### src/rtl/screen_sequencer_pkg.sv
// Shared sizes and helpers for the screen sequencer: framebuffer geometry and screen rotation.
// Pure declarations; no latency, no flow control.
package screen_sequencer_pkg;

  localparam int DISP_ADDR_WIDTH   = 17;
  localparam int FB_PIXELS_DEFAULT = 76800;
  localparam int FB_DATA_WIDTH     = 32;
  localparam int COLOUR_WIDTH      = 12;

  function automatic logic [1:0] next_screen(input logic [1:0] cur, input int num);
    return (cur == 2'(num - 1)) ? 2'd0 : cur + 2'd1;
  endfunction

endpackage

### src/rtl/screen_sequencer_clear_walker.sv
// Clear address generator: walks 0..FB_PIXELS-1, one address per cycle, busy from reset or start.
// Address is combinational from the counter; there is no backpressure.
module fb_clear_walker
  import screen_sequencer_pkg::*;
#(
  parameter int FB_PIXELS = FB_PIXELS_DEFAULT
) (
  input  logic                       clk,
  input  logic                       reset,
  input  logic                       start_i,
  output logic                       busy_o,
  output logic [DISP_ADDR_WIDTH-1:0] addr_o,
  output logic                       last_o
);

  logic [DISP_ADDR_WIDTH-1:0] cnt_q, cnt_d;
  logic                       busy_q, busy_d;

  assign last_o = busy_q && (cnt_q == DISP_ADDR_WIDTH'(FB_PIXELS - 1));
  assign busy_o = busy_q;
  assign addr_o = cnt_q;

  always_comb begin
    cnt_d  = cnt_q;
    busy_d = busy_q;
    if (busy_q) begin
      if (last_o) begin
        cnt_d  = '0;
        busy_d = 1'b0;
      end else begin
        cnt_d = cnt_q + 1'b1;
      end
    end
    if (start_i) begin
      busy_d = 1'b1;
    end
  end

  // A walk is already in progress coming out of reset.
  always_ff @(posedge clk) begin
    if (reset) begin
      cnt_q  <= '0;
      busy_q <= 1'b1;
    end else begin
      cnt_q  <= cnt_d;
      busy_q <= busy_d;
    end
  end

endmodule

### src/rtl/screen_sequencer.sv
// Multiplexes N screens onto one framebuffer write port, clearing the buffer between screens.
// All outputs registered (one-cycle latency from the active screen); no backpressure.
module screen_sequencer
  import screen_sequencer_pkg::*;
#(
  parameter int         NUM_SCREENS  = 4,
  parameter int         FB_PIXELS    = FB_PIXELS_DEFAULT,
  parameter logic [11:0] CLEAR_COLOUR = 12'h000
) (
  input  logic                                   clk,
  input  logic                                   reset,
  input  logic [NUM_SCREENS-1:0]                 scr_fb_we,
  input  logic [NUM_SCREENS*DISP_ADDR_WIDTH-1:0] scr_fb_addr,
  input  logic [NUM_SCREENS*FB_DATA_WIDTH-1:0]   scr_fb_wdata,
  input  logic [NUM_SCREENS-1:0]                 scr_done,
  output logic [NUM_SCREENS-1:0]                 scr_reset,
  output logic                                   fb_we,
  output logic [DISP_ADDR_WIDTH-1:0]             fb_addr,
  output logic [FB_DATA_WIDTH-1:0]               fb_wdata,
  output logic [1:0]                             active_screen,
  output logic                                   clearing
);

  localparam logic ST_CLEAR = 1'b0;
  localparam logic ST_RUN   = 1'b1;
  localparam logic [NUM_SCREENS-1:0] SCR_ONE = {{(NUM_SCREENS-1){1'b0}}, 1'b1};

  typedef enum logic {S_CLEAR = ST_CLEAR, S_RUN = ST_RUN} state_e;

  state_e                     state_q, state_d;
  logic [1:0]                 active_q, active_d;
  logic [NUM_SCREENS-1:0]     scr_reset_q, scr_reset_d;
  logic                       fb_we_q, fb_we_d;
  logic [DISP_ADDR_WIDTH-1:0] fb_addr_q, fb_addr_d;
  logic [FB_DATA_WIDTH-1:0]   fb_wdata_q, fb_wdata_d;

  logic                       clr_busy, clr_last, done_act;
  logic [DISP_ADDR_WIDTH-1:0] clr_addr;

  assign done_act = scr_done[active_q];

  fb_clear_walker #(
    .FB_PIXELS (FB_PIXELS)
  ) u_walker (
    .clk     (clk),
    .reset   (reset),
    .start_i ((state_q == S_RUN) && done_act),
    .busy_o  (clr_busy),
    .addr_o  (clr_addr),
    .last_o  (clr_last)
  );

  always_comb begin
    state_d     = state_q;
    active_d    = active_q;
    scr_reset_d = scr_reset_q;
    fb_we_d     = 1'b0;
    fb_addr_d   = '0;
    fb_wdata_d  = '0;
    case (state_q)
      S_CLEAR: begin
        fb_we_d    = clr_busy;
        fb_addr_d  = clr_addr;
        fb_wdata_d = {20'd0, CLEAR_COLOUR};
        if (clr_last) begin
          state_d     = S_RUN;
          scr_reset_d = ~(SCR_ONE << active_q);
        end
      end
      S_RUN: begin
        // The active screen's write still goes out in the cycle it signals done.
        fb_we_d    = scr_fb_we[active_q];
        fb_addr_d  = scr_fb_addr[active_q*DISP_ADDR_WIDTH +: DISP_ADDR_WIDTH];
        fb_wdata_d = scr_fb_wdata[active_q*FB_DATA_WIDTH +: FB_DATA_WIDTH];
        if (done_act) begin
          state_d     = S_CLEAR;
          active_d    = next_screen(active_q, NUM_SCREENS);
          scr_reset_d = '1;
        end
      end
      default: state_d = S_CLEAR;
    endcase
  end

  always_ff @(posedge clk) begin
    if (reset) begin
      state_q     <= S_CLEAR;
      active_q    <= 2'd0;
      scr_reset_q <= '1;
      fb_we_q     <= 1'b0;
      fb_addr_q   <= '0;
      fb_wdata_q  <= '0;
    end else begin
      state_q     <= state_d;
      active_q    <= active_d;
      scr_reset_q <= scr_reset_d;
      fb_we_q     <= fb_we_d;
      fb_addr_q   <= fb_addr_d;
      fb_wdata_q  <= fb_wdata_d;
    end
  end

  assign scr_reset     = scr_reset_q;
  assign fb_we         = fb_we_q;
  assign fb_addr       = fb_addr_q;
  assign fb_wdata      = fb_wdata_q;
  assign active_screen = active_q;
  assign clearing      = (state_q == S_CLEAR);

endmodule

### config.mk
export PLATFORM = sky130hd
export DESIGN_NAME = screen_sequencer
export DESIGN_NICKNAME = d
export VERILOG_FILES = /design/src/rtl/screen_sequencer_pkg.sv /design/src/rtl/screen_sequencer_clear_walker.sv /design/src/rtl/screen_sequencer.sv
export SDC_FILE = /design/constraint.sdc
export NUM_CORES = 1
export LEC_CHECK = 0
export CELL_PAD_IN_SITES_DETAIL_PLACEMENT = 0
export CELL_PAD_IN_SITES_GLOBAL_PLACEMENT = 2
export CORE_MARGIN = 1.5
export CORE_UTILIZATION = 22
export CTS_CLUSTER_DIAMETER = 60
export DETAILED_ROUTE_END_ITERATION = 8
export GPL_TIMING_DRIVEN = 0
export PLACE_DENSITY = 0.87
export SLEW_MARGIN = 20
export SYNTH_ARGS = -nofsm -noshare
export SYNTH_HDL_FRONTEND = slang
export SYNTH_SLANG_ARGS = --single-unit
### constraint.sdc
create_clock -name clk -period 3.9 [get_ports clk]
set_clock_uncertainty 0.1 [all_clocks]
set_input_delay 0.78 -clock clk [delete_from_list [all_inputs] [get_ports clk]]
set_output_delay 0.78 -clock clk [all_outputs]
set_load 0.02 [all_outputs]
== Word level (Yosys, flattened, before mapping) ==
Cells that the tools add are included.
Operators by class
  add/subtract/negate cells: 2
  $mul: 1
  $lt $le $gt $ge: 1
  eq/ne operators: 4
  shift-type cells: 3
  muxes and demuxes: 17
  bitwise operators: 2
  reductions and logical operators: 5
Operators by type and width (count)
  variable part select 128 x 8 -> 32 bit: 1
  variable part select 68 x 8 -> 17 bit: 1
  one-hot mux 32 bit (2 select lines): 1
  one-hot mux 17 bit (2 select lines): 1
  adder 17 x 1 -> 17 bit (second input constant): 1
  equality test 17 bit (second input constant): 1
  2-to-1 mux 17 bit: 1
  2-to-1 mux 4 bit: 2
  one-hot mux 4 bit (2 select lines): 1
  multiplier 2 x 5 -> 7 bit (second input constant): 1
  2-to-1 mux 1 bit: 6
  binary-select mux 1 bit (select 2 bit): 2
  inequality test 2 x 1 -> 1 bit (second input constant): 2
  inverter 4 bit: 1
  one-hot mux 1 bit (2 select lines): 2
  AND reduction 2 bit: 2
  << shifter 1 x 2 -> 4 bit (first input constant): 1
  less-than comparator 2 x 3 -> 1 bit (second input constant): 1
  adder 2 x 1 -> 2 bit (second input constant): 1
  equality test 2 bit (second input constant): 1
  logical AND 1 bit: 2
  2-to-1 mux 2 bit: 1
  OR reduction 2 bit: 1
  inverter 1 bit: 1
Storage, ports and cells
  bits in registers: 75
  input bits: 206
  output and inout port bits: 57
  word-level logic and storage cells: 43

== Depth between registers and ports, before layout ==
Gate-level depths: netlist of the first run.
  depth after elaboration: 4
  mapped depth: 7

== Hierarchy ==
A second synthesis of the first run with hierarchy kept.
Unflattened totals
  cell total of the unflattened synthesis: 328
  area, all modules: 3995.1 µm²
By module, submodules not included
  screen_sequencer: instances 1, cells each 233, area each 3118.0 µm², seq. area each 1141.1 µm²
  fb_clear_walker: instances 1, cells each 95, area each 877.1 µm², seq. area each 360.3 µm²

== Worst setup path after synthesis of the first run ==
No wires, ideal clock.
  path kind: flip-flop to flip-flop
  start: reg active_q[0], in the netlist active_screen[0]
  end: reg fb_addr_q[0], in the netlist fb_addr[0]
  setup time: 0.128 ns
  data arrival time: 1.676 ns
  data required time: 3.672 ns
  setup slack: 1.996 ns
  cell stages (with the launch flop): 6
  clock period less this slack: 1.904 ns
  cells stage by stage: dfxtp_1 > buf_4 > buf_2 > mux4_2 > mux2i_1 > nor2_1
On the way
  cells in the longest elaborated chain, start to end: 3
RTL lines
  from (decl): line screen_sequencer.sv:31  | logic [1:0] active_q, active_d;
  from (signal assigned): line screen_sequencer.sv:95  | active_q <= active_d;
  multiplier 2 x 5 -> 7 bit: line screen_sequencer.sv:73  | fb_addr_d = scr_fb_addr[active_q*DISP_ADDR_WIDTH +: DISP_ADDR_WIDTH];
  variable part select 68 x 8 -> 17 bit: line screen_sequencer.sv:73
  one-hot mux 17 bit (2 select lines): line screen_sequencer.sv:60  | case (state_q)
  to (signal assigned): line screen_sequencer.sv:98  | fb_addr_q <= fb_addr_d;
  to (decl): line screen_sequencer.sv:34  | logic [DISP_ADDR_WIDTH-1:0] fb_addr_q, fb_addr_d;
No other way between the ends.
A chain may end at the register's enable or synchronous reset.

== Final worst setup path of the first run ==
  start: reg state_q
  end: out clearing
On the way
  cells in the longest elaborated chain, start to end: 1
RTL lines
  from (decl): line screen_sequencer.sv:30  | state_e state_q, state_d;
  from (signal assigned): line screen_sequencer.sv:94  | state_q <= state_d;
  inverter 1 bit
  to (decl): line screen_sequencer.sv:21  | output logic clearing
No other way between the ends.

==> flow_results.org, run 1 <==
** Worst setup path
- Worst path arrival time :: between 1500 and 2000 ps
- Measured in cells, the most critical reg-to-reg path has a length of 6.
- STA classifies the critical path endpoint as an output port.
- The worst setup path is launched from a register.
- In this run the worst path has a maximum fanout of 10.
- Critical register-to-register path startpoint :: active_screen[1]
- Data required time of the critical path :: between 3000 and 4000 ps
- R2r endpoint :: active_screen[1]
- Register-to-Register Setup Slack :: between 1500 and 2000 ps
- The critical path is of the register to output port type.

** Logic synthesis
- Count of flip-flops with a built-in enable after synthesis :: 0
- Summed over all instances, the cell type with the most area after synthesis is sky130_fd_sc_hd__dfxtp_1.
- Cell types occupying the most area after synthesis :: sky130_fd_sc_hd__dfxtp_1 (39%), sky130_fd_sc_hd__mux4_2 (30%), sky130_fd_sc_hd__and3_1 (5.3%), sky130_fd_sc_hd__mux2i_1 (4.9%), sky130_fd_sc_hd__nor2_1 (3.7%)
- Share of the yosys chip area belonging to registers :: around two fifths
- The cell area that synthesis handed to floorplanning was 3890 µm².
- Cell variety after synth :: 32
- Count of mapped cells out of synthesis :: around 330
- Primary flip-flop cell chosen by synthesis mapping :: sky130_fd_sc_hd__dfxtp_1
- After synthesis the netlist holds a flip-flop and latch count of 75.
- Number of synthesis warnings :: 0
- The number of nets handed over by synthesis was between 500 and 600.
- Fraction of synthesized cell area taken by the top area cell type :: between 30 and 40%
- Average size of a mapped cell :: between 10 and 15 µm²
- Share of flip-flops with an asynchronous set or reset :: 0%

** CTS
- Clock Sinks :: 75
- The H-tree was split into 3 levels.
- Clock latency on the worst-skew pair, taken at its later pin, is 330 ps.
- Clock-pin transition on the worst setup and hold timing paths :: roughly 60 ps
- Gates resized, CTS repair :: 0
- Hold-fix buffer count after cts :: 0
- Cell chosen for the clock root :: sky130_fd_sc_hd__clkbuf_16
- The number of clock buffers added by TritonCTS is 9.
- CTS tree :: built
- Setup bufs post-CTS :: 0
- In this run the deepest clock path goes through 2 buffers.

** Pwr
- Power density cells :: around 270 nW/µm²
- Leakage power :: approximately 2.5 nW
- Across the VDD grid, the largest voltage drop is around 0.00018 V.
- Portion of total power attributed to the clock network :: a little over two fifths
- Internal power summed over all cells :: between 0.0015 and 0.002 W
- Net switching is 19.6% of the power.
- Combinational logic burns between 10% and 20% of the power.
- Summed over all nets, the switching power comes to 0.000371 W.
- Of the total power, registers draw roughly 40%.

** Timing
- The worst pin sits at a relative slew slack of a little under half.
- Setup TNS :: 0 ps
- Achievable frequency :: 365 MHz
- Subtracting the final worst setup slack from the clock period gives about 2700 ps.
- Slew of the pin with the lowest slew margin :: just under 800 ps
- The final critical path takes up 70.2% of the cycle.
- Pins over their slew limit :: 0
- Unrepaired setup endpoints after global routing :: false
- Number of hold violations in the final report :: 0
- Setup violations remaining at the end of the flow were counted as 0.

** Detailed routing
- Drt first-iter violations :: 142
- Before antenna repair, the detailed router went through 4 iterations.
- In the routed design, unresolved DRC markers number 0.
- Vias per cell :: ~4.5
- In this run the remaining antenna-violating nets after routing total 0.
- Dividing the detail-routed wire length by the instance count gives 16.5 µm.
- Across all layers, the routed design uses about 3800 vias.
- After detailed routing, the total wire length is approximately 14000 µm.

** Job
- Max-cap violations in this run came to 0.

** GRT
- Total routing usage reported by global routing :: approximately 15%
- The number of antenna violations at the first check in global routing came to 0.
- Vias in the first global route :: roughly 4000
- Entering global routing, the biggest net connects 12 pins.
- Overflow after GRT :: 0
- The first global-routing pass estimated about 21000 µm of wire.

** Placed design
- RD Place Congestion :: 0.734
- Once detailed placement completed, the half-perimeter wirelength came to approximately 11000 µm.
- IO buf count :: approximately 260

** Final layout
- For this run, the share of the core covered by cells in the final layout is 41.0%.
- In the final layout, the share of cells above drive strength 1 is ~13%.
- Number of filler cells placed in the layout :: 1668
- Leaving out fill and tap cells, the most frequent cells in the layout are sky130_fd_sc_hd__clkdlybuf4s50_1 (262), sky130_fd_sc_hd__dfxtp_1 (75), sky130_fd_sc_hd__mux4_2 (51), sky130_fd_sc_hd__nor2_1 (38), sky130_fd_sc_hd__and3_1 (33).
- Summing all flip-flop and latch instances after layout gives 1500 µm².
- Leaving out fill and tap cells, the most frequent cell in the layout is sky130_fd_sc_hd__clkdlybuf4s50_1.
- Final #Nets :: slightly above 800
- Diode insertion count for antenna repair :: 0
- Syn-to-layout area delta :: 82.2%
- Summing all multi-input logic gate instances after layout gives around 2200 µm².

** Min path
- The startpoint identified for the worst hold timing path is u_walker.addr_o[12].
- Worst min-delay path endpoint :: u_walker.addr_o[12]
- Worst min path class :: register to register
- The worst hold path passes through 2 cells.

** Floorplanning
- Die Ht :: about 140 µm
- Area enclosed by the die boundary :: 18500 µm²
- Starting utilization of the core area :: between 20% and 30%
- Core area :: around 17000 µm²
- I/O pin cnt :: roughly 260
- Total number of placement rows :: 48
- Overall die width :: around 140 µm

** Run status
- Status :: finished, final reports clean
metrics by stage:
step	std cells	hold WS (ps)	instance area, µm²	setup slack, ps	power (W)
floorplan	333	396	3890	2000	0.000851
global placement	820	435	6800	1320	0.00107
detailed placement	820	436	6800	1280	0.00108
CTS	835	449	7090	1100	0.00193
global route	835	465	7090	979	0.00197
finish	835	441	7090	1160	0.00189
how the worst max path moves through the flow:
stage	cells after the start	slack, ps	to	startpoint
6_report	3	1160	clearing	state_q
5_1_grt	3	980	clearing	state_q
4_1_cts	3	1100	clearing	state_q
3_5_place_dp	6	1280	u_walker.addr_o[1]	reset
3_3_place_gp	5	1320	fb_wdata[25]	reset
2_1_floorplan	5	2000	fb_addr[0]	active_screen[0]
synthesized netlist by cell type, types with 6 or more instances:
cell type                  number
sky130_fd_sc_hd__dfxtp_1       75
sky130_fd_sc_hd__buf_2          9
sky130_fd_sc_hd__nor2_1        38
sky130_fd_sc_hd__nand2_1       16
sky130_fd_sc_hd__xnor2_1        8
sky130_fd_sc_hd__mux4_2        51
sky130_fd_sc_hd__and3_1        33
sky130_fd_sc_hd__xor2_1         6
sky130_fd_sc_hd__nand4_1        9
sky130_fd_sc_hd__nor4_1         9
sky130_fd_sc_hd__clkbuf_1      17
sky130_fd_sc_hd__mux2i_1       19
cell families after synthesis:
| group | count (synthesis) | share of synthesized area (%) |
|---|---|---|
| flip-flops | 75 | 38.6 |
| AO/OA/AOI/OAI | 13 | 1.90 |
| buffers and inverters | 35 | 3.76 |
| XOR/XNOR | 14 | 3.15 |
| AND/OR/NAND/NOR | 121 | 16.6 |
| adder cells (fa/ha/maj) | 5 | 1.61 |
| multiplexers | 70 | 34.4 |
power by group through the flow:
stage                     combinational [W]  sequential (W)  clock, W
final                              0.000282        0.000776  0.000831
after global routing               0.000300        0.000777  0.000894
after detailed placement           0.000284        0.000793         0
after floorplan                   0.0000573        0.000794         0
after global placement             0.000279        0.000793         0
after CTS                          0.000285        0.000777  0.000868
routing by layer:
metal	share of wire [%]	vias up	GRT usage (%)
met2	54	164	28.5
met3	8.1	14	5.11
met5	0	-	0
met1	37	1805	15.4
met4	1.2	0	3.31
li1	-	1804	-
layout make-up:
| cell class | count | area share [%] |
|---|---|---|
| Inverter | 5 | 0.265 |
| Buffer | 30 | 1.80 |
| Tap cell | 225 | 3.97 |
| Multi-Input combinational cell | 223 | 31.7 |
| Clock buffer | 13 | 3.67 |
| Sequential cell | 75 | 21.2 |
| Timing Repair Buffer | 262 | 37.0 |
| Clock inverter | 2 | 0.494 |
state kept, by name (all words and copies together) (netlist names):
signal	cells
scr_reset	4
active_screen	2
fb_we	1
fb_addr	17
state_q	1
u_walker.busy_o	1
u_walker.addr_o	17
fb_wdata	32
worst max-delay path: stages (launching register included):
cell and delay [ps]:
sky130_fd_sc_hd__dfxtp_1 370, sky130_fd_sc_hd__clkbuf_1 430, sky130_fd_sc_hd__inv_1 130, sky130_fd_sc_hd__clkdlybuf4s50_1 590
Note: power is estimated with default switching activity, not from simulation.
==> inputs of run 2 (changes only) <==
--- a/config.mk
+++ b/config.mk
@@ -8,11 +8,11 @@
 export CELL_PAD_IN_SITES_DETAIL_PLACEMENT = 0
 export CELL_PAD_IN_SITES_GLOBAL_PLACEMENT = 2
 export CORE_MARGIN = 1.5
-export CORE_UTILIZATION = 22
+export CORE_UTILIZATION = 18
 export CTS_CLUSTER_DIAMETER = 60
 export DETAILED_ROUTE_END_ITERATION = 8
 export GPL_TIMING_DRIVEN = 0
-export PLACE_DENSITY = 0.87
+export PLACE_DENSITY = 0.76
 export SLEW_MARGIN = 20
 export SYNTH_ARGS = -nofsm -noshare
 export SYNTH_HDL_FRONTEND = slang
==> constraint.sdc (replaced) <==
create_clock -name clk -period 2.5 [get_ports clk]
set_clock_uncertainty 0.1 [all_clocks]
set_input_delay 0.5 -clock clk [delete_from_list [all_inputs] [get_ports clk]]
set_output_delay 0.5 -clock clk [all_outputs]
set_load 0.02 [all_outputs]
==> flow_results.org, run 2 (synthesized netlist as in run 1, its figures left out) <==
** Floorplanning
- The die covers 22500 µm².
- Overall die width :: about 150 µm
- For this configuration, the core starts out at a cell density of about 18%.
- I/O pin cnt :: about 260
- Die Ht :: about 150 µm
- The core region is approximately 21000 µm².
- Total number of placement rows :: between 50 and 60

** Timing
- Setup repair after global routing left no endpoint under its margin.
- Post-route worst setup slack :: ~190 ps
- Final worst path period share :: 92.3%
- Setup violations remaining at the end of the flow were counted as 0.
- For the pin with the worst max-slew slack, the measured transition is roughly 810 ps.
- For this run, the top clock speed supported by timing is approximately 430 MHz.
- Worst hold-check slack :: approximately 440 ps
- Headroom to the max-slew limit came out at 46.3%.
- The number of max-slew violations in the final report came to 0.
- Time the worst path needs with I/O delays and setup :: 2310 ps
- After routing, the total negative slack on setup checks comes to 0 ps.
- Number of hold violations in the final report :: 0

** Detailed routing
- Detailed routing inserted a total of approximately 3800 vias.
- Pre-antenna DRT Iters :: 4
- Total length of routed wires :: ~15000 µm
- For this run, design rule violations remaining after detail routing come to 0.
- Drt wl/cell :: between 15 and 20 µm
- Drt first-iter violations :: around 130
- In the routed layout, each cell is associated on average with a via count of 4.27.
- In this run the remaining antenna-violating nets after routing total 0.

** CTS
- CTS tree :: built
- Once the clock tree was built, the resizer swapped 3 gates to a different size.
- Level count of the clock H-tree :: 3
- Longest Clk Path Bufs :: 2
- Clock latency reported for the late side of the worst-skew pair :: approximately 340 ps
- After clock tree synthesis, the flow added hold-fix buffers numbering 0.
- Clock tree synthesis inserted a total of 9 buffers.
- Setup bufs post-CTS :: 0
- The tree is rooted in a sky130_fd_sc_hd__clkbuf_16.
- Clock Sinks :: 75
- After clock tree synthesis, the clock-pin slew on the worst setup and hold paths is 60 ps.

** GRT
- Vias in the first global route :: about 4200
- Largest net degree at the start of global routing :: 13
- The number of antenna violations at the first check in global routing is 0.
- Total routing usage reported by global routing :: 13.3%
- For this run the aggregate overflow at the end of global routing stands at 0.
- Global-route wire length before repair :: between 20000 and 25000 µm

** Min path
- In this run the worst hold path is classified as register to register.

** Placed design
- Post-DP HPWL :: between 10000 and 15000 µm
- Timing analysis after detailed placement gives a worst setup slack of -34.9 ps.
- Post-Place Cell Area :: 6860 µm²
- IO buf count :: around 260
- RD Place Congestion :: roughly 0.77

** Final layout
- After the last flow step, the layout net total stands at a little over 800.
- Share of post-route cells with drive strength above 1 :: between 10% and 20%
- The finished cells cover ~7200 µm².
- Cells fill roughly 34% of the core in the end.
- The number of antenna diodes in the final layout is 0.
- The register with the most flip-flops in the layout has 32 of them.
- Syn-to-layout area delta :: 84.8%
- Leading cell type in the layout, fill and taps excluded :: sky130_fd_sc_hd__clkdlybuf4s50_1
- In the layout the commonest cells are sky130_fd_sc_hd__clkdlybuf4s50_1 (262), sky130_fd_sc_hd__dfxtp_1 (75), sky130_fd_sc_hd__mux4_2 (51), sky130_fd_sc_hd__nor2_1 (38), sky130_fd_sc_hd__and3_1 (33).

** Worst setup path
- Buffering stage count on the worst path with inverters included :: 3
- The critical path is of the register to output port type.
- CP startpoint kind :: register
- Critical-path cell with the highest stage delay :: sky130_fd_sc_hd__clkdlybuf4s50_1
- Kind of capture point of the worst setup path :: output port
- Highest fanout seen on the critical path :: 10
- STA puts the critical path data required time at between 1500 and 2000 ps.
- Broken down by cell family, the worst path's largest delay share belongs to buffers and inverters.
- CP Cell Sequence :: clkbuf_2, inv_1, clkdlybuf4s50_1
- Data on the critical path arrives at its endpoint at about 1700 ps.
- The largest single stage delay on the critical path is around 700 ps.

** Pwr
- The analysis attributes to cell leakage a power of about 2.5 nW.
- Power spread over the standard cell area amounts to 431 nW/µm².
- VDD sags by at most about 0.00029 V.

** Run status
- The run finished with clean final reports.

** Job
- Maximum capacitance violations :: 0
[run 2: metal layers]
layer	global-route usage, %	part of all wire (%)	up-vias
met5	0	0	-
met3	5.18	9.3	23
li1	-	-	1801
met2	24.9	52	189
met4	5.10	2.3	0
met1	13.1	36	1773
[run 2: path summary, 6_finish.rpt]
check,from,end,slack [ps],cells after the start
setup / recovery,state_q,clearing,190,3
hold / removal,scr_reset[3],scr_reset[3],440,2
setup reg to reg,active_screen[1],fb_wdata[28],210,4
hold reg to reg,scr_reset[3],scr_reset[3],440,2
[run 2: metrics by stage]
stage / std cells / power, W
finish: 886 / 0.00310
global route: 886 / 0.00322
CTS: 886 / 0.00315
detailed placement: 870 / 0.00169
global placement: 870 / 0.00168
floorplan: 333 / 0.00133
[run 2: power breakdown]
part | internal, W | leakage [nW] | total [W] | switching, W
sequential | 0.00120 | 0.605 | 0.00121 | 0.00000837
clock | 0.000927 | 0.159 | 0.00145 | 0.000518
combinational | 0.000346 | 1.78 | 0.000444 | 0.0000975
total | 0.00248 | 2.55 | 0.00310 | 0.000624
[run 2: area by class of cell]
cell class                      instances  area (µm²)
Inverter                                5        18.8
Multi-Input combinational cell        223        2240
Fill cell                            2108       13900
Tap cell                              275         344
Clock inverter                          4        72.6
Clock buffer                           12         256
Buffer                                 30         131
Sequential cell                        75        1500
Timing Repair Buffer                  262        2620
[run 2: worst reg2reg max path, cell delays in order (launching register included)]
cell,delay [ps]
sky130_fd_sc_hd__dfxtp_1,410
sky130_fd_sc_hd__clkbuf_1,530
sky130_fd_sc_hd__clkbuf_1,540
sky130_fd_sc_hd__mux4_2,410
sky130_fd_sc_hd__and3_1,200
